[src/rtl/btn_event_arbiter.sv]
// btn_event_arbiter: debounced multi-button press queue with round-robin valid/ready event output
module btn_event_arbiter #(
  parameter int N = 4,
  parameter int DEBOUNCE_CYCLES = 4,
  parameter int ID_W = 2
) (
  input  logic            clock,
  input  logic            reset,
  input  logic [N-1:0]    raw,
  input  logic            evt_ready,
  input  logic            clr_overflow,
  output logic            evt_valid,
  output logic [ID_W-1:0] evt_id,
  output logic [N-1:0]    pending,
  output logic [N-1:0]    overflow
);
  localparam int CW = $clog2(DEBOUNCE_CYCLES) + 1;
  typedef enum logic {IDLE, PRESENT} state_t;
  state_t state;
  logic [N-1:0] s1, s2, stable, acc, rise, grant;
  logic [CW-1:0] cnt [N];
  logic [ID_W-1:0] ptr, gidx;
  always_comb begin
    acc = '0;
    for (int i = 0; i < N; i++) acc[i] = (s2[i] ^ stable[i]) & (cnt[i] == CW'(DEBOUNCE_CYCLES - 1));
  end
  assign rise = acc & s2;
  // lowest set bit at or above ptr wins; otherwise wrap to the lowest set bit below ptr
  always_comb begin
    gidx = '0;
    for (int j = N - 1; j >= 0; j--) if (pending[j] && ID_W'(j) < ptr) gidx = ID_W'(j);
    for (int j = N - 1; j >= 0; j--) if (pending[j] && ID_W'(j) >= ptr) gidx = ID_W'(j);
  end
  assign grant = (state == IDLE && |pending) ? N'(1) << gidx : '0;
  always_ff @(posedge clock or negedge reset) begin
    if (!reset) begin
      s1 <= '0;
      s2 <= '0;
      stable <= '0;
      for (int i = 0; i < N; i++) cnt[i] <= '0;
      pending <= '0;
      overflow <= '0;
      ptr <= '0;
      evt_valid <= 1'b0;
      evt_id <= '0;
      state <= IDLE;
    end else begin
      s1 <= raw;
      s2 <= s1;
      stable <= stable ^ acc;
      for (int i = 0; i < N; i++) cnt[i] <= (s2[i] == stable[i] || acc[i]) ? '0 : cnt[i] + 1'b1;
      // a press landing on its own grant edge re-arms pending instead of overflowing
      pending <= (pending & ~grant) | rise;
      overflow <= (clr_overflow ? '0 : overflow) | (rise & pending & ~grant);
      if (state == IDLE) begin
        if (|pending) begin
          evt_id <= gidx;
          evt_valid <= 1'b1;
          state <= PRESENT;
        end
      end else if (evt_ready) begin
        evt_valid <= 1'b0;
        state <= IDLE;
        ptr <= (evt_id == ID_W'(N - 1)) ? '0 : evt_id + 1'b1;
      end
    end
  end
endmodule

[config.mk]
export PLATFORM = sky130hd
export DESIGN_NAME = btn_event_arbiter
export DESIGN_NICKNAME = d
export VERILOG_FILES = /design/src/rtl/btn_event_arbiter.sv
export SDC_FILE = /design/constraint.sdc
export NUM_CORES = 1
export LEC_CHECK = 0
export ABC_AREA = 1
export CAP_MARGIN = 0
export CORE_MARGIN = 5
export CORE_UTILIZATION = 58
export DETAILED_ROUTE_END_ITERATION = 12
export PLACE_DENSITY = 0.92
export SETUP_SLACK_MARGIN = 0.4
export SYNTH_ARGS = -nofsm -noshare
export SYNTH_HDL_FRONTEND = slang
export SYNTH_SLANG_ARGS = --single-unit
[constraint.sdc]
create_clock -name clock -period 2.4 [get_ports clock]
set_input_delay 0.48 -clock clock [delete_from_list [all_inputs] [get_ports clock]]
set_output_delay 0.48 -clock clock [all_outputs]
set_load 0.05 [all_outputs]
After elaboration in Yosys (flattened, before gate mapping) --
Cells that the tools add are included.
Storage, ports and cells: flip-flop bits (word level) 38, input bits 8, output and inout bits 11, logic and storage cells 93
Cells by class: add/sub/neg operators 5, order comparisons 8, equality and inequality tests 10, shift operators 1, multiplexer cells 21, bitwise gates (word level) 17, reductions and logical operators 18
Operators by type and width (number):
- $mux W2 | 9
- $and A4 B4 Y4 | 4
- $add A3 B1 Y3 const B | 4
- $eq A3 B2 Y1 const B | 4
- $mux W3 | 4
- $logic_and A1 B1 Y1 | 9
- $mux W4 | 2
- $or A4 B4 Y4 | 2
- $mux W1 | 6
- $reduce_and A2 Y1 | 3
- $and A1 B1 Y1 | 4
- $eq A1 B1 Y1 | 4
- $ge A1 B2 Y1 const A | 2
- $ge A2 B2 Y1 const A | 2
- $logic_or A1 B1 Y1 | 4
- $lt A1 B2 Y1 const A | 2
- $lt A2 B2 Y1 const A | 2
- $not A4 Y4 | 1
- $reduce_or A4 Y1 | 1
- $shl A1 B2 Y4 const A | 1
- $xor A1 B1 Y1 | 4
- $xor A4 B4 Y4 | 1
- $add A2 B1 Y2 const B | 1
- $eq A2 B2 Y1 const B | 1
- other kinds (3) | 3

Longest topological paths before layout --
Gate-level depths: netlist (run 1).
word-level depth 15, depth in mapped cells 9, gate-level depth less buffers 9

Least setup slack after synthesis (run 1) --
No wires, ideal clock.
path kind register -> register, start point register pending[0], end point register pending[0], setup time 0.120 ns, arrival time 1.331 ns, required time 2.280 ns, slack 0.950 ns, cell stages (with the launch flop) 10, buffers on the path 0, clock period less this slack 1.450 ns, path through dfrtp_1 > nor2_2 > nand2_1 > nand3_1 > nand2_1 > inv_2 > nor2_2 > nand2_1 > nand2_1 > nand2_1
On the way: longest elaborated chain between the ends 11, elaborated cells on any way between the ends 14, those cells by class shift (1); mux (6); bitwise (3); reduce/logical (4)
RTL lines:
- start, declared | RTL line 14 | output logic [N-1:0] pending,
- start signal, assigned | RTL line 53 | pending <= (pending & ~grant) | rise;
- $logic_and A1 B1 Y1 | RTL line 31 | for (int j = N - 1; j >= 0; j--) if (pending[j] && ID_W'(j) < ptr) gidx = ID_W'(j);
- $mux W2 | RTL line 31
- $mux W2 (4 in a row) | RTL line 32 | for (int j = N - 1; j >= 0; j--) if (pending[j] && ID_W'(j) >= ptr) gidx = ID_W'(j);
- $shl A1 B2 Y4 | RTL line 34 | assign grant = (state == IDLE && |pending) ? N'(1) << gidx : '0;
- $mux W4 | RTL line 34
- $not A4 Y4 | RTL line 53
- $and A4 B4 Y4 (*) | RTL line 53
- $or A4 B4 Y4 (*) | RTL line 53
Every way passes the cells marked *; elsewhere a longest branch is shown, timed or not. A chain may end at the register's enable or synchronous reset.

Worst setup path in the final report (run 1) --
start point register pending[2], end point output pending[2]
No word-level cell between the ends.

==> results of run 1 <==
[cells by family (layout without fill, tap and decap cells)]
family	after synthesis	in the layout	synth area share (%)
buffers and inverters	21	48	5.10
flip-flops	38	38	61.5
adder cells (fa/ha/maj)	9	9	7.29
AND/OR/NAND/NOR	77	77	20.0
AO/OA/AOI/OAI	16	16	6.07
[metrics by stage]
step | power (mW) | hold WS, ps
4_1_cts | 2.27 | 362
2_1_floorplan | 1.65 | 184
5_1_grt | 2.42 | 368
6_report | 2.25 | 362
3_3_place_gp | 1.87 | 333
3_5_place_dp | 1.95 | 337
[path summary, 6_finish.rpt]
path | to | slack, ps | start | cells after the start
min in group asynchronous | ptr[0] | 530 | reset | 2
min reg2reg | s2[1] | 360 | s1[1] | 0
max in group asynchronous | s2[1] | 1530 | reset | 2
max reg2reg | overflow[3] | 1020 | pending[0] | 8
max | pending[2] | 560 | pending[2] | 1
min | s2[1] | 360 | s1[1] | 0
[cell usage after synthesis]
cell	count
o31ai_1	1
a21oi_4	1
dfrtp_1	38
nand3_1	6
o21ai_1	1
nand2_1	41
a21oi_1	4
nor2_1	25
nand4_1	2
o21ai_0	9
nor2_2	3
ha_1	9
inv_1	18
inv_2	3
[area by class of cell]
cell class	instances	area share (%)
timing repair buffer	19	10.5
multi-input combinational	102	28.1
inverter	21	4.29
clock buffer	7	3.00
tap	30	2.04
clock inverter	1	0.273
sequential	38	51.8
[metal layers]
layer	GRT usage [%]	share of wire [%]	up-vias
met5	0	0	-
met4	13.6	2.0	0
met3	5.03	5.1	9
met2	30.8	54	29
met1	17.7	39	547
li1	-	-	561
[timing repair]
action                                  4_1_cts  5_1_grt
endpoints found under the setup margin        6        5
pin swaps                                     0        0
resized for setup                             6        5
cloned                                        0        0
[power groups by stage]
stage | clock (mW) | sequential (mW) | combinational [mW]
3_3_place_gp | 0 | 0.983 | 0.887
3_5_place_dp | 0 | 1.00 | 0.951
5_1_grt | 0.374 | 1.02 | 1.03
4_1_cts | 0.349 | 0.987 | 0.930
6_report | 0.342 | 0.990 | 0.916
2_1_floorplan | 0 | 1.16 | 0.485
==> run_results.csv, run 1 <==
group,metric,value,unit
cells_and_area,seqCellArea,951,um^2
worst_setup_path,worstSetupEndpointType,"primary output",
drt,ant_nets,0,
logic_synthesis,synth_seq_cells,38,
logic_synthesis,ys_types,14,
pwr,vdd_ir_drop_max,0.000806,V
pwr,power.internal,1.27,mW
clock_network,holdBufCountCts,0,
cells_and_area,fin_util,72.8,%
placed_design,pre_cts_slack,664,ps
clock_network,root_buffer,"clkbuf_4",
pwr,power.density,1220,nW/um^2
worst_setup_path,path_class,"reg -> out",
clock_network,cts_tree,"built",
die,die-area,3800,um^2
cells_and_area,layout_common_cells,"41 x nand2_1, 38 x dfrtp_1, 25 x nor2_1, 18 x inv_1",
logic_synthesis,synth_top_cell_by_area,"dfrtp_1",
global_route,overflow,0,
logic_synthesis,synthTopCellsByArea,"dfrtp_1 62%, nand2_1 10%, ha_1 7.3%",
cells_and_area,layout_commonest_cell,"nand2_1",
placed_design,placed_cell_area,1770,um^2
die,die_w,61.6,um
pwr,power.leakage,1.02,nW
global_route,grt_pass1_vias,1165,
drt,avgRoutedWirePerCell,13.1,um
timing,slew_headroom,66.1,%
timing,timing.setup.tns,0,ps
placed_design,place_congestion,0.812,
die,die_h,61.6,um
pwr,seqPwrFrac,44.0,%
die,fp.coreArea,2520,um^2
timing,fmax,543,MHz
cells_and_area,fin_nets,204,
timing,tightest_slew,508,ps
clock_network,cts_buffers,5,
die,num_rows,18,
timing,min_period_over_period,76.7,%
pwr,swShare,43.5,%
hold_path,hold_class,"reg -> reg",
clock_network,path_clk_slew,100,ps
worst_setup_path,critPathArrivalTime,1360,ps
worst_setup_path,worst_path_max_delay_cell,"dlygate4sd2_1",
clock_network,htreeDepth,2,
placed_design,dp_cells,210,
pwr,p_switching,976,uW
timing,rsz0062_at_grt,"false",
run_status,status,"finished, final reports clean",
drt,via_count,1146,
cells_and_area,area_growth_syn_to_layout,18.8,%
timing,slew_viol_final,0,
timing,clock_skew,3.82,ps
worst_setup_path,crit_chain,"dlygate4sd2_1",
global_route,grt_pass1_wl,4.72,mm
worst_setup_path,path_buf_inv,1,
drt,vias_per_cell,5.26,
pwr,power.share.clock,15.2,%
placed_design,dpl.hpwl,2.15,mm
global_route,grt_use_total,17.8,%
logic_synthesis,synthCells,161,
pwr,p_comb_share,40.8,%
logic_synthesis,yosys_warnings,0,
drt,drtPass1Iterations,4,
worst_setup_path,max_stage_delay,560,ps
cells_and_area,multi_input_area,515,um^2
drt,drcViolationCount,0,
worst_setup_path,crit_family,"buffers and inverters",
timing,setup_viol_count_final,0,
logic_synthesis,syn_avg_cell_area,9.60,um^2
run,drv_cap,0,
clock_network,post_cts_buffers,0,
die,ios,19,
worst_setup_path,startpoint_type,"flop",
clock_network,cts_buffer_depth,2,
logic_synthesis,synth_area,1550,um^2
die,start_util,61.3,%
global_route,grt_antenna_before_repair,0,
cells_and_area,diodes,0,
clock_network,clock_sinks,38,
timing,timing.final.ws_setup,560,ps
worst_setup_path,critPathMaxFanout,6,
cells_and_area,final_area,1840,um^2
global_route,grt_max_degree,39,
logic_synthesis,synth_top_area_share,61.5,%
placed_design,portBuffers,18,
timing,hold_viol_final,0,
logic_synthesis,seq_area_frac_synth,61.5,%
clock_network,worst_skew_pair.late_latency,350,ps
timing,finalCriticalPeriod,1840,ps
worst_setup_path,cp.required,1920,ps
cells_and_area,fin_cells,218,
drt,finalWirelength,2.86,mm
logic_synthesis,synthesis.nets,178,
cells_and_area,fill_cells,178,
drt,drtIter0Drc,44,
cells_and_area,drive_gt1_share,7.98,%
Power figures use the tool's default switching activity.
==> run 2, diff against run 1 <==
Settings changed: CORE_UTILIZATION 58 to 53, PLACE_DENSITY 0.92 to 0.86.
Clock period 2.4 ns to 1.7 ns, I/O delays scaled along.
==> run_results.csv, run 2 (synthesis gave the netlist of run 1 again) <==
group,metric,value,unit
run_status,status,"finished, final reports clean",
global_route,grt_pass1_wl,4.93,mm
timing,slew_viol_final,0,
worst_setup_path,r2r-end,"pending[1]",
die,num_rows,19,
timing,hold_viol_final,0,
clock_network,htreeDepth,2,
worst_setup_path,critPathArrivalTime,1620,ps
cells_and_area,fin_util,71.3,%
drt,via_count,1226,
clock_network,worst_skew_pair.late_latency,330,ps
drt,drtPass1Iterations,4,
die,die_h,64.0,um
hold_path,hold_class,"in -> async",
drt,drtIter0Drc,17,
timing,clock_skew,2.76,ps
clock_network,root_buffer,"clkbuf_4",
worst_setup_path,path_class,"reg -> reg",
worst_setup_path,cp.required,1920,ps
cells_and_area,layout_common_cells,"37 x nand2_1, 33 x dfrtp_1, 22 x nor2_1, 17 x inv_1, 15 x buf_4",
drt,avgRoutedWirePerCell,13.4,um
timing,finalCriticalPeriod,1400,ps
clock_network,cts_buffers,5,
timing,min_period_over_period,82.4,%
die,ios,19,
clock_network,cts_tree,"built",
cells_and_area,fin_nets,216,
placed_design,pre_cts_slack,436,ps
placed_design,portBuffers,18,
timing,tightest_slew,710,ps
global_route,grt_max_degree,35,
drt,ant_nets,0,
global_route,grt_use_total,15.6,%
global_route,grt_antenna_before_repair,0,
run,drv_cap,0,
placed_design,placed_cell_area,1750,um^2
cells_and_area,diodes,0,
die,die_w,64.0,um
die,start_util,55.6,%
timing,hold_slack,49.9,ps
worst_setup_path,worst_path_max_delay_cell,"dfrtp_2",
worst_setup_path,critPathMaxFanout,3,
cells_and_area,multi_input_area,564,um^2
drt,finalWirelength,3.09,mm
worst_setup_path,rr_startpoint,"pending[0]",
worst_setup_path,startpoint_type,"flop",
timing,slew_headroom,52.7,%
pwr,power.leakage,1.00,nW
clock_network,path_clk_slew,100,ps
global_route,grt_pass1_vias,1207,
worst_setup_path,path_common_cell,"nand2_1",
timing,setup_viol_count_final,0,
worst_setup_path,reg2reg_depth,9,
timing,fmax,714,MHz
timing,timing.setup.tns,0,ps
pwr,vdd_ir_drop_max,0.00157,V
worst_setup_path,max_stage_delay,450,ps
worst_setup_path,worstSetupEndpointType,"flop",
placed_design,dpl.hpwl,2.00,mm
drt,vias_per_cell,5.33,
die,die-area,4100,um^2
cells_and_area,drive_gt1_share,28.6,%
cells_and_area,final_area,1980,um^2
global_route,overflow,0,
timing,rsz0062_at_grt,"true",
cells_and_area,seqCellArea,957,um^2
cells_and_area,area_growth_syn_to_layout,28.3,%
clock_network,cts_buffer_depth,2,
clock_network,clock_sinks,38,
pwr,power.density,1810,nW/um^2
worst_setup_path,rrSetupSlack,300,ps
timing,timing.final.ws_setup,299,ps
placed_design,place_congestion,0.745,
cells_and_area,layout_commonest_cell,"nand2_1",
drt,drcViolationCount,0,
cells_and_area,fill_cells,193,
worst_setup_path,crit_chain,"buf_4 -> inv_2 -> nand3_1 -> nand2_1 -> nand2_1 -> nand2_2 -> nand4_1 -> nand2_1 -> nand2_1",
die,fp.coreArea,2780,um^2
## run 2: routing by layer
metal / vias up / share of wire [%] / global-route usage [%] / wire length, um
met3: 8 / 5.1 / 4.55 / 157
met2: 37 / 55 / 26.5 / 1690
met1: 602 / 38 / 17.3 / 1160
met5: - / 0 / 0 / 0
met4: 0 / 2.5 / 8.83 / 77
li1: 579 / - / - / -
## run 2: cell type report
class | count | share of cell area (%)
clock buffers | 7 | 2.27
repair buffers | 31 | 15.1
flip-flops and latches | 38 | 48.3
multi-input cells | 102 | 28.5
inverters | 21 | 3.97
well taps | 31 | 1.96
## run 2: worst max path at each step
stage / from / end / slack (ps) / cells after the start
after floorplan: pending[1] / pending[0] / 410 / 9
after global placement: pending[1] / overflow[0] / 500 / 9
after detailed placement: cnt[6] / cnt[6] / 440 / 5
after CTS: pending[1] / overflow[2] / 380 / 9
after global routing: pending[0] / pending[1] / 200 / 9
final: pending[0] / pending[1] / 300 / 9
## run 2: where the power goes
group	total (mW)	internal, mW	switching (mW)
clock	0.421	0.156	0.265
combinational	1.70	0.708	0.996
sequential	1.45	1.19	0.262
total	3.58	2.06	1.52
## run 2: per-stage QoR
stage                     total power [mW]  std cells
final                                 3.58        230
after global routing                  3.83        230
after detailed placement              2.74        211
after floorplan                       2.35        161
after CTS                             3.25        223
after global placement                2.63        211
## run 2: critical path, delay by kind of cell (launching register included)
family | cells | cell delay [ps]
AND/OR/NAND/NOR | 7 | 650
flip-flops | 1 | 450
buffers and inverters | 2 | 200
## run 2: timing repair
item | CTS | global route
endpoints found under the hold margin | 0 | 0
setup endpoints to repair | 5 | 28
pin swaps | 0 | 5
gates resized for setup | 5 | 25
buffers inserted | 5 | 7
hold buffers | 0 | 0
